`config.mk`:
```
export PLATFORM = sky130hd
export DESIGN_NAME = serial_adder_ctrl_flat
export DESIGN_NICKNAME = d
export VERILOG_FILES = /design/src/rtl/serial_adder_ctrl_if.sv /design/src/rtl/serial_adder_ctrl.sv /design/src/flat_wrapper.sv
export SDC_FILE = /design/constraint.sdc
export NUM_CORES = 1
export LEC_CHECK = 0
export ABC_AREA = 1
export BUFFER_PORTS_ARGS = -buffer_cell sky130_fd_sc_hd__buf_2
export CAP_MARGIN = 10
export CORE_AREA = 2 2 59 117
export DETAILED_ROUTE_END_ITERATION = 8
export DIE_AREA = 0 0 61 119
export PLACE_DENSITY = 0.58
export SYNTH_ARGS = -nofsm -noshare
export SYNTH_HDL_FRONTEND = slang
export SYNTH_SLANG_ARGS = --single-unit
```
`constraint.sdc`:
```
create_clock -name clk -period 1.15 [get_ports clk]
set_input_delay 0.23 -clock clk [delete_from_list [all_inputs] [get_ports clk]]
set_output_delay 0.23 -clock clk [all_outputs]
set_load 0.1 [all_outputs]
```
`src/rtl/serial_adder_ctrl_if.sv`:
```
// Host-side bundle for serial_adder_ctrl: start/ready/done handshake, operands and result.
// SERIAL_ADDER_OVERFLOW_EN adds the ovf result bit.
interface serial_adder_ctrl_if #(
    parameter int N = 8
);
    // Handshake: the block accepts a request on any rising edge where start=1 and ready=1.
    // The operands and cin are sampled on that same edge. done pulses for one cycle when sum/cout are new.
    logic         start;
    logic [N-1:0] a;
    logic [N-1:0] b;
    logic         cin;
    logic         ready;
    logic         busy;
    logic         done;
    logic [N-1:0] sum;
    logic         cout;
`ifdef SERIAL_ADDER_OVERFLOW_EN
    logic         ovf;

    modport master (
        output start, a, b, cin,
        input  ready, busy, done, sum, cout, ovf
    );

    modport slave (
        input  start, a, b, cin,
        output ready, busy, done, sum, cout, ovf
    );
`else
    modport master (
        output start, a, b, cin,
        input  ready, busy, done, sum, cout
    );

    modport slave (
        input  start, a, b, cin,
        output ready, busy, done, sum, cout
    );
`endif
endinterface

```
`src/rtl/serial_adder_ctrl.sv`:
```
// Bit-serial N-bit adder: a single full-adder cell is reused LSB first, one bit per clock.
// SERIAL_ADDER_OVERFLOW_EN adds a registered two's-complement overflow flag.
module serial_adder_ctrl #(
    parameter int N = 8
) (
    input  logic                  clk,
    input  logic                  rst_n,
    serial_adder_ctrl_if.slave    bus,
    output logic [1:0]            o_dbg_state
);
    localparam int CW = $clog2(N);
    localparam logic [CW-1:0] LAST = CW'(N - 1);

    localparam logic [1:0] IDLE = 2'd0;
    localparam logic [1:0] RUN  = 2'd1;
    localparam logic [1:0] DONE = 2'd2;

    logic [1:0]    r_state;
    logic [N-1:0]  r_a_sr;
    logic [N-1:0]  r_b_sr;
    logic [N-1:0]  r_acc;
    logic          r_carry;
    logic [CW-1:0] r_cnt;
    logic [N-1:0]  r_sum;
    logic          r_cout;
`ifdef SERIAL_ADDER_OVERFLOW_EN
    logic          r_ovf;
`endif

    logic w_bit_s;
    logic w_bit_c;

    // The shared full-adder cell.
    assign w_bit_s = r_a_sr[0] ^ r_b_sr[0] ^ r_carry;
    assign w_bit_c = (r_a_sr[0] & r_b_sr[0]) | (r_carry & (r_a_sr[0] ^ r_b_sr[0]));

    always_ff @(posedge clk or negedge rst_n) begin
        if (!rst_n) begin
            r_state <= IDLE;
            r_a_sr  <= '0;
            r_b_sr  <= '0;
            r_acc   <= '0;
            r_carry <= 1'b0;
            r_cnt   <= '0;
            r_sum   <= '0;
            r_cout  <= 1'b0;
`ifdef SERIAL_ADDER_OVERFLOW_EN
            r_ovf   <= 1'b0;
`endif
        end else begin
            case (r_state)
                // DONE accepts a new request just like IDLE, giving back-to-back operation.
                IDLE, DONE: begin
                    if (bus.start) begin
                        r_a_sr  <= bus.a;
                        r_b_sr  <= bus.b;
                        r_carry <= bus.cin;
                        r_acc   <= '0;
                        r_cnt   <= '0;
                        r_state <= RUN;
                    end else begin
                        r_state <= IDLE;
                    end
                end
                RUN: begin
                    r_a_sr  <= {1'b0, r_a_sr[N-1:1]};
                    r_b_sr  <= {1'b0, r_b_sr[N-1:1]};
                    r_acc   <= {w_bit_s, r_acc[N-1:1]};
                    r_carry <= w_bit_c;
                    r_cnt   <= r_cnt + 1'b1;
                    if (r_cnt == LAST) begin
                        // Last bit: publish the result including this cycle's sum bit.
                        r_sum   <= {w_bit_s, r_acc[N-1:1]};
                        r_cout  <= w_bit_c;
`ifdef SERIAL_ADDER_OVERFLOW_EN
                        r_ovf   <= r_carry ^ w_bit_c;
`endif
                        r_state <= DONE;
                    end
                end
                default: r_state <= IDLE;
            endcase
        end
    end

    assign bus.ready   = (r_state != RUN);
    assign bus.busy    = (r_state == RUN);
    assign bus.done    = (r_state == DONE);
    assign bus.sum     = r_sum;
    assign bus.cout    = r_cout;
`ifdef SERIAL_ADDER_OVERFLOW_EN
    assign bus.ovf     = r_ovf;
`endif
    assign o_dbg_state = r_state;

endmodule

```
`src/flat_wrapper.sv`:
```
// flat-port wrapper written by rule: the top's interface ports become plain ports
module serial_adder_ctrl_flat 
#(
    parameter int N = 8
)
  (clk, rst_n, o_dbg_state, bus_start, bus_a, bus_b, bus_cin, bus_ready, bus_busy, bus_done, bus_sum, bus_cout);
  serial_adder_ctrl_if #(.N(N)) bus_i ();
  input  logic clk;
  input  logic rst_n;
  output logic [1:0] o_dbg_state;
  input wire logic [$bits(bus_i.start)-1:0] bus_start;
  input wire logic [$bits(bus_i.a)-1:0] bus_a;
  input wire logic [$bits(bus_i.b)-1:0] bus_b;
  input wire logic [$bits(bus_i.cin)-1:0] bus_cin;
  output wire logic [$bits(bus_i.ready)-1:0] bus_ready;
  output wire logic [$bits(bus_i.busy)-1:0] bus_busy;
  output wire logic [$bits(bus_i.done)-1:0] bus_done;
  output wire logic [$bits(bus_i.sum)-1:0] bus_sum;
  output wire logic [$bits(bus_i.cout)-1:0] bus_cout;
  assign bus_i.start = bus_start;
  assign bus_i.a = bus_a;
  assign bus_i.b = bus_b;
  assign bus_i.cin = bus_cin;
  assign bus_ready = bus_i.ready;
  assign bus_busy = bus_i.busy;
  assign bus_done = bus_i.done;
  assign bus_sum = bus_i.sum;
  assign bus_cout = bus_i.cout;
  serial_adder_ctrl #(.N(N)) u_core (.clk(clk), .rst_n(rst_n), .bus(bus_i), .o_dbg_state(o_dbg_state));
endmodule
```
; ---- Yosys cells after proc, flatten, opt, wreduce, memory -nomap -nowiden
; Index checks and enable logic that the tools add are counted.
[totals]
ff_bits = 39
input_bits = 20
elab_cells = 38
[op_classes]
add_sub_neg = 1
eq_ne = 6
muxes = 13
bitwise = 5
n_reduce_logical = 5
[op_table]
columns = cell, n
row1 = $pmux W8 S2, 3
row2 = $mux W8, 3
row3 = $pmux W3 S2, 1
row4 = $ne A2 B1 Y1 const B, 2
row5 = $pmux W2 S2, 1
row6 = $reduce_and A2 Y1, 2
row7 = $add A3 B1 Y3 const B, 1
row8 = $eq A3 B3 Y1 const B, 1
row9 = $mux W3, 1
row10 = $and A1 B1 Y1, 2
row11 = $eq A2 B1 Y1 const B, 1
row12 = $eq A2 B2 Y1 const B, 1
row13 = $logic_not A2 Y1, 1
row14 = $mux W1, 2
row15 = $mux W2, 1
row16 = $ne A2 B2 Y1 const B, 1
row17 = $pmux W1 S2, 1
row18 = $reduce_bool A2 Y1, 1
row19 = $reduce_or A2 Y1, 1
row20 = $xor A1 B1 Y1, 2
row21 = $or A1 B1 Y1, 1

; ---- Logic depth before layout (Yosys ltp)
; Gate-level depths: netlist (run 1).
[depth]
word_depth = 4
ltp_mapped = 8

; ---- Least setup slack after synthesis (run 1)
; No wires, ideal clock.
[synth_timing]
path_type = reg2out
startpoint = reg u_core.r_state[1] (netlist: u_core.o_dbg_state[1])
endpoint = out bus_done
arrival_time_ps = 2712
t_required_ps = 920
path_slack_ps = -1792
stages_incl_launch_ff = 4
path_cell_list = dfrtp_1 -> inv_2 -> buf_2 -> nor2_1
[synth_via]
elab_chain_cells = 1
[synth_rtl]
columns = element, line
row1 = "start, declared", serial_adder_ctrl.sv:18  ; logic [1:0] r_state;
row2 = "start signal, assigned", serial_adder_ctrl.sv:39  ; r_state <= IDLE;
row3 = "start signal, assigned", serial_adder_ctrl.sv:60  ; r_state <= RUN;
row4 = "start signal, assigned", serial_adder_ctrl.sv:62  ; r_state <= IDLE;
row5 = $eq A2 B2 Y1, serial_adder_ctrl.sv:88  ; assign bus.done = (r_state == DONE);
row6 = "end, declared", flat_wrapper.sv:17  ; output wire logic [$bits(bus_i.done)-1:0] bus_done;
; Every way passes these cells.

; ---- Final worst setup path (run 1)
[layout_timing]
startpoint = reg u_core.r_state[0] (netlist: u_core.o_dbg_state[0])
endpoint = out bus_done
; Same word-level chain as after synthesis.

==> metrics.txt, run 1 <==
# TYPE chip_impl_metric gauge
chip_impl_metric{name="core_area",unit="sq mm"} 0.00646
chip_impl_metric{name="synthesis.area",unit="sq mm"} 0.00187
chip_impl_metric{name="num_clock_sinks",unit=""} 38
chip_impl_metric{name="critPathRequiredTime",unit="ns"} 0.92
chip_impl_info{name="clk_root_buffer_cell",value="clkbuf_16"} 1
chip_impl_metric{name="postSynthCellCount",unit=""} 219
chip_impl_info{name="status",value="finished, violations left"} 1
chip_impl_metric{name="setup_viol",unit=""} 43
chip_impl_metric{name="cts_made_buffers",unit=""} 5
chip_impl_metric{name="grt_pass1_vias",unit=""} 1696
chip_impl_metric{name="post-route-period-util",unit="%"} 129
chip_impl_metric{name="ant_nets",unit=""} 0
chip_impl_metric{name="max_cap_viol_count",unit=""} 0
chip_impl_metric{name="route.detailed.vias_per_inst",unit=""} 4.44
chip_impl_metric{name="grt_max_degree",unit=""} 39
chip_impl_metric{name="wl",unit="mm"} 4.94
chip_impl_metric{name="die-area",unit="sq mm"} 0.00726
chip_impl_metric{name="grt_remaining_overflow",unit=""} 0
chip_impl_metric{name="drc_violation_total_after_the_first_tritonroute_iteration",unit=""} 47
chip_impl_metric{name="synth_seq_cells",unit=""} 38
chip_impl_metric{name="diodes",unit=""} 0
chip_impl_metric{name="ioPinCount",unit=""} 34
chip_impl_metric{name="yosysWarningCount",unit=""} 0
chip_impl_metric{name="netlist-cell-type-count",unit=""} 20
chip_impl_metric{name="layout.core_utilization",unit="%"} 49.9
chip_impl_metric{name="timing_hold_violations_final",unit=""} 0
chip_impl_metric{name="place.detailed.instances",unit=""} 350
chip_impl_metric{name="port-buffer-count",unit=""} 33
chip_impl_metric{name="critPathArrivalTime",unit="ns"} 1.26
chip_impl_info{name="crit_family",value="flip-flops"} 1
chip_impl_metric{name="timing.critical_path.fanout_max",unit=""} 4
chip_impl_metric{name="initial_utilization",unit="%"} 28.9
chip_impl_metric{name="gp_congestion",unit=""} 0.741
chip_impl_info{name="critical-path-slowest-cell",value="dfrtp_4"} 1
chip_impl_metric{name="vias",unit=""} 1672
chip_impl_metric{name="track_usage",unit="%"} 14.4
chip_impl_info{name="most-common-layout-cells",value="47 x nand2_1, 38 x inv_1, 32 x dfrtp_1, 20 x buf_12, 19 x buf_2"} 1
chip_impl_info{name="critical_path.endpoint_type",value="output pin"} 1
chip_impl_metric{name="rr_worst_depth",unit=""} 6
chip_impl_metric{name="post-route-worst-setup-slack",unit="ns"} -0.337
chip_impl_metric{name="synth_sequential_area_ratio",unit="%"} 51.0
chip_impl_metric{name="drt_first_pass_iters",unit=""} 4
chip_impl_info{name="mostFrequentLayoutCell",value="nand2_1"} 1
chip_impl_metric{name="synthesis.nets",unit=""} 242
chip_impl_metric{name="antenna_found_initial",unit=""} 0
chip_impl_metric{name="clkSlewWorstSetupHoldPaths",unit="ns"} 0.06
chip_impl_metric{name="fin_crit",unit="ns"} 1.49
chip_impl_metric{name="fin_tns_setup",unit="ns"} -7.18
chip_impl_metric{name="timing_max_transition_violations_final",unit=""} 0
chip_impl_metric{name="fin_skew",unit="ns"} 0.00437
chip_impl_metric{name="number_of_nets_at_the_end_of_the_flow",unit=""} 311
chip_impl_metric{name="relative_slew_margins",unit="%"} 84.3
chip_impl_info{name="synth_area_leader_cell",value="dfrtp_1"} 1
chip_impl_metric{name="cts_max_path_bufs",unit=""} 2
chip_impl_info{name="critical_path.cell_chain",value="buf_6 -> nor2_4 -> buf_12"} 1
chip_impl_info{name="holdCritPathClass",value="in -> reg"} 1
chip_impl_metric{name="chipWidth",unit="microns"} 61
chip_impl_metric{name="yosysTopAreaCellShare",unit="%"} 51.0
chip_impl_info{name="critPathLaunchType",value="flop"} 1
chip_impl_metric{name="synthesis.area_per_instance",unit="sq um"} 8.52
chip_impl_metric{name="slowest_delay",unit="ns"} 0.52
chip_impl_metric{name="post-dp-hpwl",unit="mm"} 2.76
chip_impl_metric{name="areaGrowthSynthToFinish",unit="%"} 73.0
chip_impl_metric{name="worst_skew_pair.late_latency",unit="ns"} 0.28
chip_impl_metric{name="floorplan.rows",unit=""} 42
chip_impl_metric{name="critical_path.n_buffers_inverters",unit=""} 2
chip_impl_metric{name="maxClockFrequency",unit="MHz"} 673
chip_impl_metric{name="worstHoldPathCells",unit=""} 3
chip_impl_info{name="tritoncts",value="yes"} 1
chip_impl_metric{name="worst_max_slew_pin_slew",unit="ns"} 0.235
chip_impl_metric{name="htreeDepth",unit=""} 2
chip_impl_metric{name="wire_per_inst",unit="microns"} 13.1
chip_impl_metric{name="die_span_in_y",unit="microns"} 119
chip_impl_info{name="setup.worst_path.class",value="reg -> out"} 1
chip_impl_info{name="post_synth_main_area_contributors",value="dfrtp_1 51%, nand2_1 14%, nand3_1 8.0%"} 1
chip_impl_metric{name="hold_ws",unit="ns"} 0.166
chip_impl_metric{name="final_cells",unit=""} 377
chip_impl_info{name="grt_setup_unrepaired",value="true"} 1
chip_impl_info{name="violations",value="setup timing"} 1
chip_impl_metric{name="cp.depth",unit=""} 3
chip_impl_metric{name="post-route-drc-count",unit=""} 0
chip_impl_metric{name="drive_gt1_share",unit="%"} 53.6
chip_impl_metric{name="grt_pass1_wl",unit="mm"} 7.92
metal layers:
metal  share of wire, %  routed length, microns  track usage, %
met1                 43                    2150            19.6
met2                 50                    2490            22.4
met3                4.2                     209            2.50
met4                1.8                      91            5.43
met5                  0                       0               0
cells in the mapped netlist:
library cell	number
nand2_1	71
inv_1	39
dfrtp_1	38
nand3_1	30
o21ai_2	8
o21ai_0	6
buf_6	5
o21ai_1	4
buf_2	2
buf_4	2
ha_1	2
nand2_4	2
nand2_8	2
nor2_1	2
a21oi_1	1
fa_1	1
inv_2	1
inv_4	1
inv_6	1
nor2_4	1
metrics by stage:
step	setup slack (ns)	instance area [sq um]
after CTS	-0.325	3010
after floorplan	-0.489	2000
final	-0.337	3230
after detailed placement	-0.150	2530
after global routing	-0.362	3230
after global placement	-0.101	2530
logic make-up after synthesis:
kind of cell	count (synthesis)	share of synthesized area, %
AO/OA/AOI/OAI	19	6.71
flip-flops	38	51.0
AND/OR/NAND/NOR	108	26.7
adder cells (fa/ha/maj)	3	2.41
buffers and inverters	51	13.2
final cells by class:
type / count / area [sq um]
fill: 556 / 3240
multi-input combinational: 134 / 998
sequential: 38 / 963
timing repair buffer: 65 / 757
inverter: 42 / 183
clock buffer: 5 / 125
tap: 88 / 110
clock inverter: 3 / 68.8
timing repair inverter: 2 / 22.5
repair_timing:
item                                    CTS  global route
gates resized for setup                  38            50
hold buffers                              1             0
endpoints found under the hold margin    38             0
buffers inserted                          8             5
pin swaps                                11            12
gates cloned                              5             1
endpoints found under the setup margin   37            43
path summary, 6_finish.rpt:
path | startpoint | endpoint | slack [ns]
hold reg to reg | u_core.r_a_sr[5] | u_core.r_a_sr[5] | 0.48
min in group asynchronous | rst_n | u_core.bus.sum[2] | 0.45
max in group asynchronous | rst_n | u_core.o_dbg_state[0] | 0.48
setup reg to reg | u_core.o_dbg_state[1] | u_core.r_acc[7] | -0.21
setup / recovery | u_core.o_dbg_state[0] | bus_done | -0.34
hold / removal | bus_b[7] | u_core.r_b_sr[7] | 0.17
flip-flops by register name, summed over array words and instances, names as in the netlist:
name	cells
u_core.bus.sum	8
u_core.r_a_sr	8
u_core.r_b_sr	8
u_core.r_acc	7
u_core.r_cnt	3
u_core.o_dbg_state	2
u_core.bus.cout	1
u_core.r_carry	1
tightest hold or removal path: cells and delay by family:
| family | cells | cell delay, ns |
|---|---|---|
| AO/OA/AOI/OAI | 1 | 0.05 |
| buffers and inverters | 1 | 0.07 |
| AND/OR/NAND/NOR | 1 | 0.06 |
Power of run 1 is left out: the tool's default activity adds up to more than one toggle a clock period on the data nets, which glitch-free logic cannot reach.
==> run 2: changes to the inputs <==
CORE_AREA = 2 2 53 105   (was 2 2 59 117)
CTS_BUF_LIST = sky130_fd_sc_hd__clkbuf_4 sky130_fd_sc_hd__clkbuf_8   (was default)
DIE_AREA = 0 0 55 107   (was 0 0 61 119)
PLACE_DENSITY = 0.67   (was 0.58)
==> metrics.txt, run 2 (synthesis gave the netlist of run 1 again) <==
# TYPE chip_impl_metric gauge
chip_impl_metric{name="cts_max_path_bufs",unit=""} 2
chip_impl_info{name="tritoncts",value="yes"} 1
chip_impl_metric{name="fin_skew",unit="ns"} 0.00938
chip_impl_metric{name="core_area",unit="sq mm"} 0.00509
chip_impl_info{name="holdCritPathClass",value="in -> reg"} 1
chip_impl_metric{name="track_usage",unit="%"} 18.8
chip_impl_metric{name="floorplan.rows",unit=""} 37
chip_impl_metric{name="detailedPlace.worstSlack",unit="ns"} -0.130
chip_impl_info{name="grt_setup_unrepaired",value="true"} 1
chip_impl_metric{name="post-route-period-util",unit="%"} 122
chip_impl_info{name="worstReg2RegEnd",value="u_core.bus.sum[1]"} 1
chip_impl_metric{name="critPathRequiredTime",unit="ns"} 0.92
chip_impl_metric{name="number_of_nets_at_the_end_of_the_flow",unit=""} 308
chip_impl_info{name="most-common-layout-cells",value="46 x nand2_1, 36 x inv_1, 36 x dfrtp_1, 22 x buf_12, 21 x nand2_2"} 1
chip_impl_metric{name="clkSlewWorstSetupHoldPaths",unit="ns"} 0.07
chip_impl_metric{name="cts_made_buffers",unit=""} 5
chip_impl_metric{name="worstHoldPathCells",unit=""} 3
chip_impl_metric{name="grt_pass1_vias",unit=""} 1746
chip_impl_metric{name="drc_violation_total_after_the_first_tritonroute_iteration",unit=""} 22
chip_impl_metric{name="final.fill_count",unit=""} 434
chip_impl_metric{name="critPathArrivalTime",unit="ns"} 1.17
chip_impl_metric{name="num_clock_sinks",unit=""} 38
chip_impl_info{name="clk_root_buffer_cell",value="clkbuf_8"} 1
chip_impl_metric{name="port-buffer-count",unit=""} 33
chip_impl_metric{name="vias",unit=""} 1661
chip_impl_metric{name="relative_slew_margins",unit="%"} 86.1
chip_impl_metric{name="max_cap_viol_count",unit=""} 0
chip_impl_info{name="violations",value="setup timing"} 1
chip_impl_metric{name="wl",unit="mm"} 4.91
chip_impl_info{name="hold_path_startpoint",value="bus_b[7]"} 1
chip_impl_info{name="critical_path.endpoint_type",value="output pin"} 1
chip_impl_metric{name="reg2reg_setup_slack",unit="ns"} -0.22
chip_impl_metric{name="drt_first_pass_iters",unit=""} 4
chip_impl_info{name="hold_path_end",value="u_core.r_b_sr[7]"} 1
chip_impl_metric{name="diodes",unit=""} 0
chip_impl_metric{name="initial_utilization",unit="%"} 36.6
chip_impl_metric{name="multi_input_comb_area",unit="sq um"} 973
chip_impl_metric{name="die-area",unit="sq mm"} 0.00589
chip_impl_metric{name="rr_worst_depth",unit=""} 7
chip_impl_metric{name="worst_max_slew_pin_slew",unit="ns"} 0.209
chip_impl_metric{name="post-dp-hpwl",unit="mm"} 2.80
chip_impl_metric{name="htreeDepth",unit=""} 2
chip_impl_metric{name="grt_max_degree",unit=""} 39
chip_impl_metric{name="chipWidth",unit="microns"} 55
chip_impl_info{name="critPathLaunchType",value="flop"} 1
chip_impl_info{name="r2r-start",value="u_core.o_dbg_state[1]"} 1
chip_impl_metric{name="ioPinCount",unit=""} 34
chip_impl_metric{name="areaGrowthSynthToFinish",unit="%"} 65.5
chip_impl_metric{name="grt_remaining_overflow",unit=""} 0
chip_impl_metric{name="ant_nets",unit=""} 0
chip_impl_info{name="status",value="finished, violations left"} 1
chip_impl_info{name="setup.worst_path.class",value="reg -> out"} 1
chip_impl_metric{name="worst_skew_pair.late_latency",unit="ns"} 0.29
chip_impl_metric{name="timing.critical_path.fanout_max",unit=""} 5
chip_impl_metric{name="setup_viol",unit=""} 43
chip_impl_metric{name="wire_per_inst",unit="microns"} 14.3
chip_impl_metric{name="timing_max_transition_violations_final",unit=""} 0
chip_impl_metric{name="fin_crit",unit="ns"} 1.40
chip_impl_metric{name="timing_hold_violations_final",unit=""} 0
chip_impl_info{name="mostFrequentLayoutCell",value="nand2_1"} 1
chip_impl_metric{name="maxClockFrequency",unit="MHz"} 713
chip_impl_metric{name="gp_congestion",unit=""} 0.824
chip_impl_metric{name="antenna_found_initial",unit=""} 0
chip_impl_metric{name="die_span_in_y",unit="microns"} 107
chip_impl_metric{name="post-route-drc-count",unit=""} 0
chip_impl_metric{name="grt_pass1_wl",unit="mm"} 7.94
chip_impl_metric{name="route.detailed.vias_per_inst",unit=""} 4.83
chip_impl_metric{name="drive_gt1_share",unit="%"} 51.7
chip_impl_metric{name="post-route-worst-setup-slack",unit="ns"} -0.252
chip_impl_metric{name="sequential_cell_area",unit="sq um"} 958
run 2: worst max path at each step:
stage	cells past startpoint	end	startpoint
global route	2	o_dbg_state[0]	u_core.o_dbg_state[0]
global placement	6	u_core.bus.sum[7]	u_core.r_cnt[0]
CTS	3	bus_busy	u_core.o_dbg_state[0]
finish	2	o_dbg_state[0]	u_core.o_dbg_state[0]
detailed placement	6	u_core.bus.sum[7]	u_core.r_cnt[0]
floorplan	3	bus_done	u_core.o_dbg_state[0]
run 2: area by class of cell:
cell class,count,area share [%]
multi-input combinational,134,31.5
sequential,38,31.0
timing repair buffer,62,24.0
inverter,42,5.84
tap,58,2.35
clock buffer,5,2.23
clock inverter,3,2.23
timing repair inverter,2,0.730
run 2: routing by layer:
metal	global-route usage [%]	part of all wire (%)	wire, microns
met1	19.5	34	1670
met2	33.7	60	2960
met3	3.34	2.5	121
met4	9.06	3.1	150
met5	0	0	0
run 2: repair_timing:
item,in CTS,in global routing
resized for setup,54,20
pin swaps,11,7
buffers inserted,7,4
hold buffers,1,0
endpoints found under the hold margin,38,0
gates cloned,6,1
endpoints found under the setup margin,43,47
run 2: worst max-delay path, stage by stage, from the launching register on:
cell,delay [ns]
dfrtp_4,0.56
buf_4,0.17
buf_12,0.16
run 2: metrics by stage:
step / hold WS [ns] / setup TNS, ns / util [%] / std cells / cell area (sq um)
after floorplan: -0.0656 / -9.31 / - / 219 / 2000
after global placement: 0.210 / -1.06 / 49.4 / 319 / 2510
after detailed placement: 0.214 / -1.61 / 49.4 / 319 / 2510
after CTS: 0.151 / -7.70 / 58.6 / 341 / 2980
after global routing: 0.169 / -8.12 / 60.6 / 344 / 3090
final: 0.157 / -6.41 / 60.6 / 344 / 3090
Power of run 2 is left out for the same reason.
==> run 3: changes to the inputs <==
BUFFER_PORTS_ARGS = default   (was -buffer_cell sky130_fd_sc_hd__buf_2)
CAP_MARGIN = default   (was 10)
DONT_BUFFER_PORTS = 1   (was default)
PLACE_DENSITY = 0.61   (was 0.67)
==> metrics.txt, run 3 (synthesis gave the netlist of run 1 again) <==
# TYPE chip_impl_metric gauge
chip_impl_metric{name="grt_pass1_wl",unit="mm"} 7.70
chip_impl_info{name="most-common-layout-cells",value="55 x nand2_1, 38 x inv_1, 34 x dfrtp_1, 21 x nand3_1, 21 x buf_4"} 1
chip_impl_info{name="critPathLaunchType",value="flop"} 1
chip_impl_metric{name="gp_congestion",unit=""} 0.775
chip_impl_metric{name="die-area",unit="sq mm"} 0.00589
chip_impl_metric{name="core_area",unit="sq mm"} 0.00509
chip_impl_metric{name="timing_hold_violations_final",unit=""} 0
chip_impl_metric{name="ant_nets",unit=""} 0
chip_impl_metric{name="number_of_nets_at_the_end_of_the_flow",unit=""} 295
chip_impl_info{name="r2r-start",value="u_core.o_dbg_state[0]"} 1
chip_impl_metric{name="floorplan.rows",unit=""} 37
chip_impl_metric{name="critPathArrivalTime",unit="ns"} 1.25
chip_impl_metric{name="antenna_found_initial",unit=""} 0
chip_impl_info{name="setup.worst_path.class",value="reg -> out"} 1
chip_impl_metric{name="max_cap_viol_count",unit=""} 0
chip_impl_metric{name="wl",unit="mm"} 4.59
chip_impl_metric{name="die_span_in_y",unit="microns"} 107
chip_impl_metric{name="post-route-worst-setup-slack",unit="ns"} -0.334
chip_impl_info{name="hold_path_startpoint",value="bus_b[7]"} 1
chip_impl_metric{name="final.fill_count",unit=""} 461
chip_impl_metric{name="timing_max_transition_violations_final",unit=""} 0
chip_impl_metric{name="areaGrowthSynthToFinish",unit="%"} 55.6
chip_impl_metric{name="diodes",unit=""} 0
chip_impl_metric{name="post-route-period-util",unit="%"} 129
chip_impl_metric{name="relative_slew_margins",unit="%"} 85.4
chip_impl_metric{name="maxClockFrequency",unit="MHz"} 674
chip_impl_metric{name="grt_max_degree",unit=""} 39
chip_impl_info{name="status",value="finished, violations left"} 1
chip_impl_metric{name="num_clock_sinks",unit=""} 38
chip_impl_metric{name="vias",unit=""} 1595
chip_impl_info{name="holdCritPathClass",value="in -> reg"} 1
chip_impl_metric{name="timing.critical_path.fanout_max",unit=""} 4
chip_impl_metric{name="detailedPlace.worstSlack",unit="ns"} -0.0835
chip_impl_metric{name="fin_skew",unit="ns"} 0.00350
chip_impl_metric{name="setup_viol",unit=""} 43
chip_impl_metric{name="worst_max_slew_pin_slew",unit="ns"} 0.219
chip_impl_metric{name="worstHoldPathCells",unit=""} 2
chip_impl_metric{name="drive_gt1_share",unit="%"} 41.4
chip_impl_metric{name="rr_worst_depth",unit=""} 7
chip_impl_info{name="tritoncts",value="yes"} 1
chip_impl_metric{name="worst_skew_pair.late_latency",unit="ns"} 0.29
chip_impl_metric{name="cts_max_path_bufs",unit=""} 2
chip_impl_metric{name="cts_made_buffers",unit=""} 5
chip_impl_metric{name="htreeDepth",unit=""} 2
chip_impl_metric{name="ioPinCount",unit=""} 34
chip_impl_metric{name="port-buffer-count",unit=""} 0
chip_impl_info{name="mostFrequentLayoutCell",value="nand2_1"} 1
chip_impl_info{name="grt_setup_unrepaired",value="true"} 1
chip_impl_metric{name="clkSlewWorstSetupHoldPaths",unit="ns"} 0.07
chip_impl_metric{name="post-route-drc-count",unit=""} 0
chip_impl_metric{name="drc_violation_total_after_the_first_tritonroute_iteration",unit=""} 34
chip_impl_metric{name="wire_per_inst",unit="microns"} 13.9
chip_impl_info{name="worstReg2RegEnd",value="u_core.r_b_sr[1]"} 1
chip_impl_info{name="hold_path_end",value="u_core.r_b_sr[7]"} 1
chip_impl_metric{name="route.detailed.vias_per_inst",unit=""} 4.82
chip_impl_info{name="clk_root_buffer_cell",value="clkbuf_8"} 1
chip_impl_metric{name="fin_crit",unit="ns"} 1.48
chip_impl_info{name="critical_path.endpoint_type",value="output pin"} 1
chip_impl_metric{name="post-dp-hpwl",unit="mm"} 3.00
chip_impl_info{name="violations",value="setup timing"} 1
chip_impl_metric{name="critPathRequiredTime",unit="ns"} 0.92
chip_impl_metric{name="grt_pass1_vias",unit=""} 1645
chip_impl_metric{name="track_usage",unit="%"} 18.4
chip_impl_metric{name="chipWidth",unit="microns"} 55
chip_impl_metric{name="grt_remaining_overflow",unit=""} 0
chip_impl_metric{name="drt_first_pass_iters",unit=""} 4
chip_impl_metric{name="initial_utilization",unit="%"} 36.6
chip_impl_metric{name="reg2reg_setup_slack",unit="ns"} -0.28
-- run 3: cell types whose count changed in the layout (fill, tap and decap cells not counted), moves of 5 or more --
cell,previous run,this run
nand3_1,15,21
nand3_2,14,9
buf_4,13,21
o21ai_1,3,9
o21ai_2,15,9
nand2_1,46,55
nand2_2,21,10
buf_2,19,0
-- run 3: worst max-delay path by stage --
stage / start / to / slack [ns]
2_1_floorplan: u_core.o_dbg_state[0] / bus_done / -0.49
3_3_place_gp: u_core.o_dbg_state[0] / bus_busy / -0.07
3_5_place_dp: u_core.r_carry / u_core.r_carry / -0.08
4_1_cts: u_core.o_dbg_state[0] / bus_done / -0.33
5_1_grt: u_core.o_dbg_state[0] / bus_done / -0.35
6_report: u_core.o_dbg_state[0] / bus_done / -0.33
-- run 3: cell type report --
cell class                      count  area [sq um]  share of cell area [%]
Timing Repair inverter              2          20.0                   0.690
Clock buffer                        8           110                    3.79
Timing Repair Buffer               52           728                    25.1
Multi-Input combinational cell    131           833                    28.7
Tap cell                           58          72.6                    2.50
Sequential cell                    38           961                    33.1
Inverter                           42           178                    6.12
-- run 3: per-stage QoR --
stage | cells | cell area [sq um] | util (%) | hold WS, ns | setup TNS, ns
2_1_floorplan | 219 | 2000 | - | -0.0656 | -9.31
3_3_place_gp | 300 | 2320 | 45.6 | -0.0642 | -0.541
3_5_place_dp | 300 | 2320 | 45.6 | -0.0646 | -0.866
4_1_cts | 324 | 2790 | 54.7 | -0.381 | -7.73
5_1_grt | 331 | 2900 | 57.0 | 0.0712 | -9.78
6_report | 331 | 2900 | 57.0 | 0.0699 | -7.99
-- run 3: routing by layer --
layer  up-vias  part of all wire [%]  GRT usage (%)
met3         7                   2.7           2.92
li1        776                     -              -
met4         0                   2.4           8.54
met1       773                    35           19.9
met5         -                     0              0
met2        39                    60           32.6
-- run 3: what timing repair did --
item                       4_1_cts  5_1_grt
hold endpoints to repair        38       38
pin swaps                        2        2
setup endpoints to repair       31       48
buffers inserted                11        5
gates resized for setup         43       15
gates cloned                     5        0
-- run 3: critical path, cell delays in order, from the launching register on --
cell and delay [ns]:
dfrtp_4 0.52, buf_12 0.14, nor2_4 0.11, buf_12 0.18
Power of run 3 is left out for the same reason.
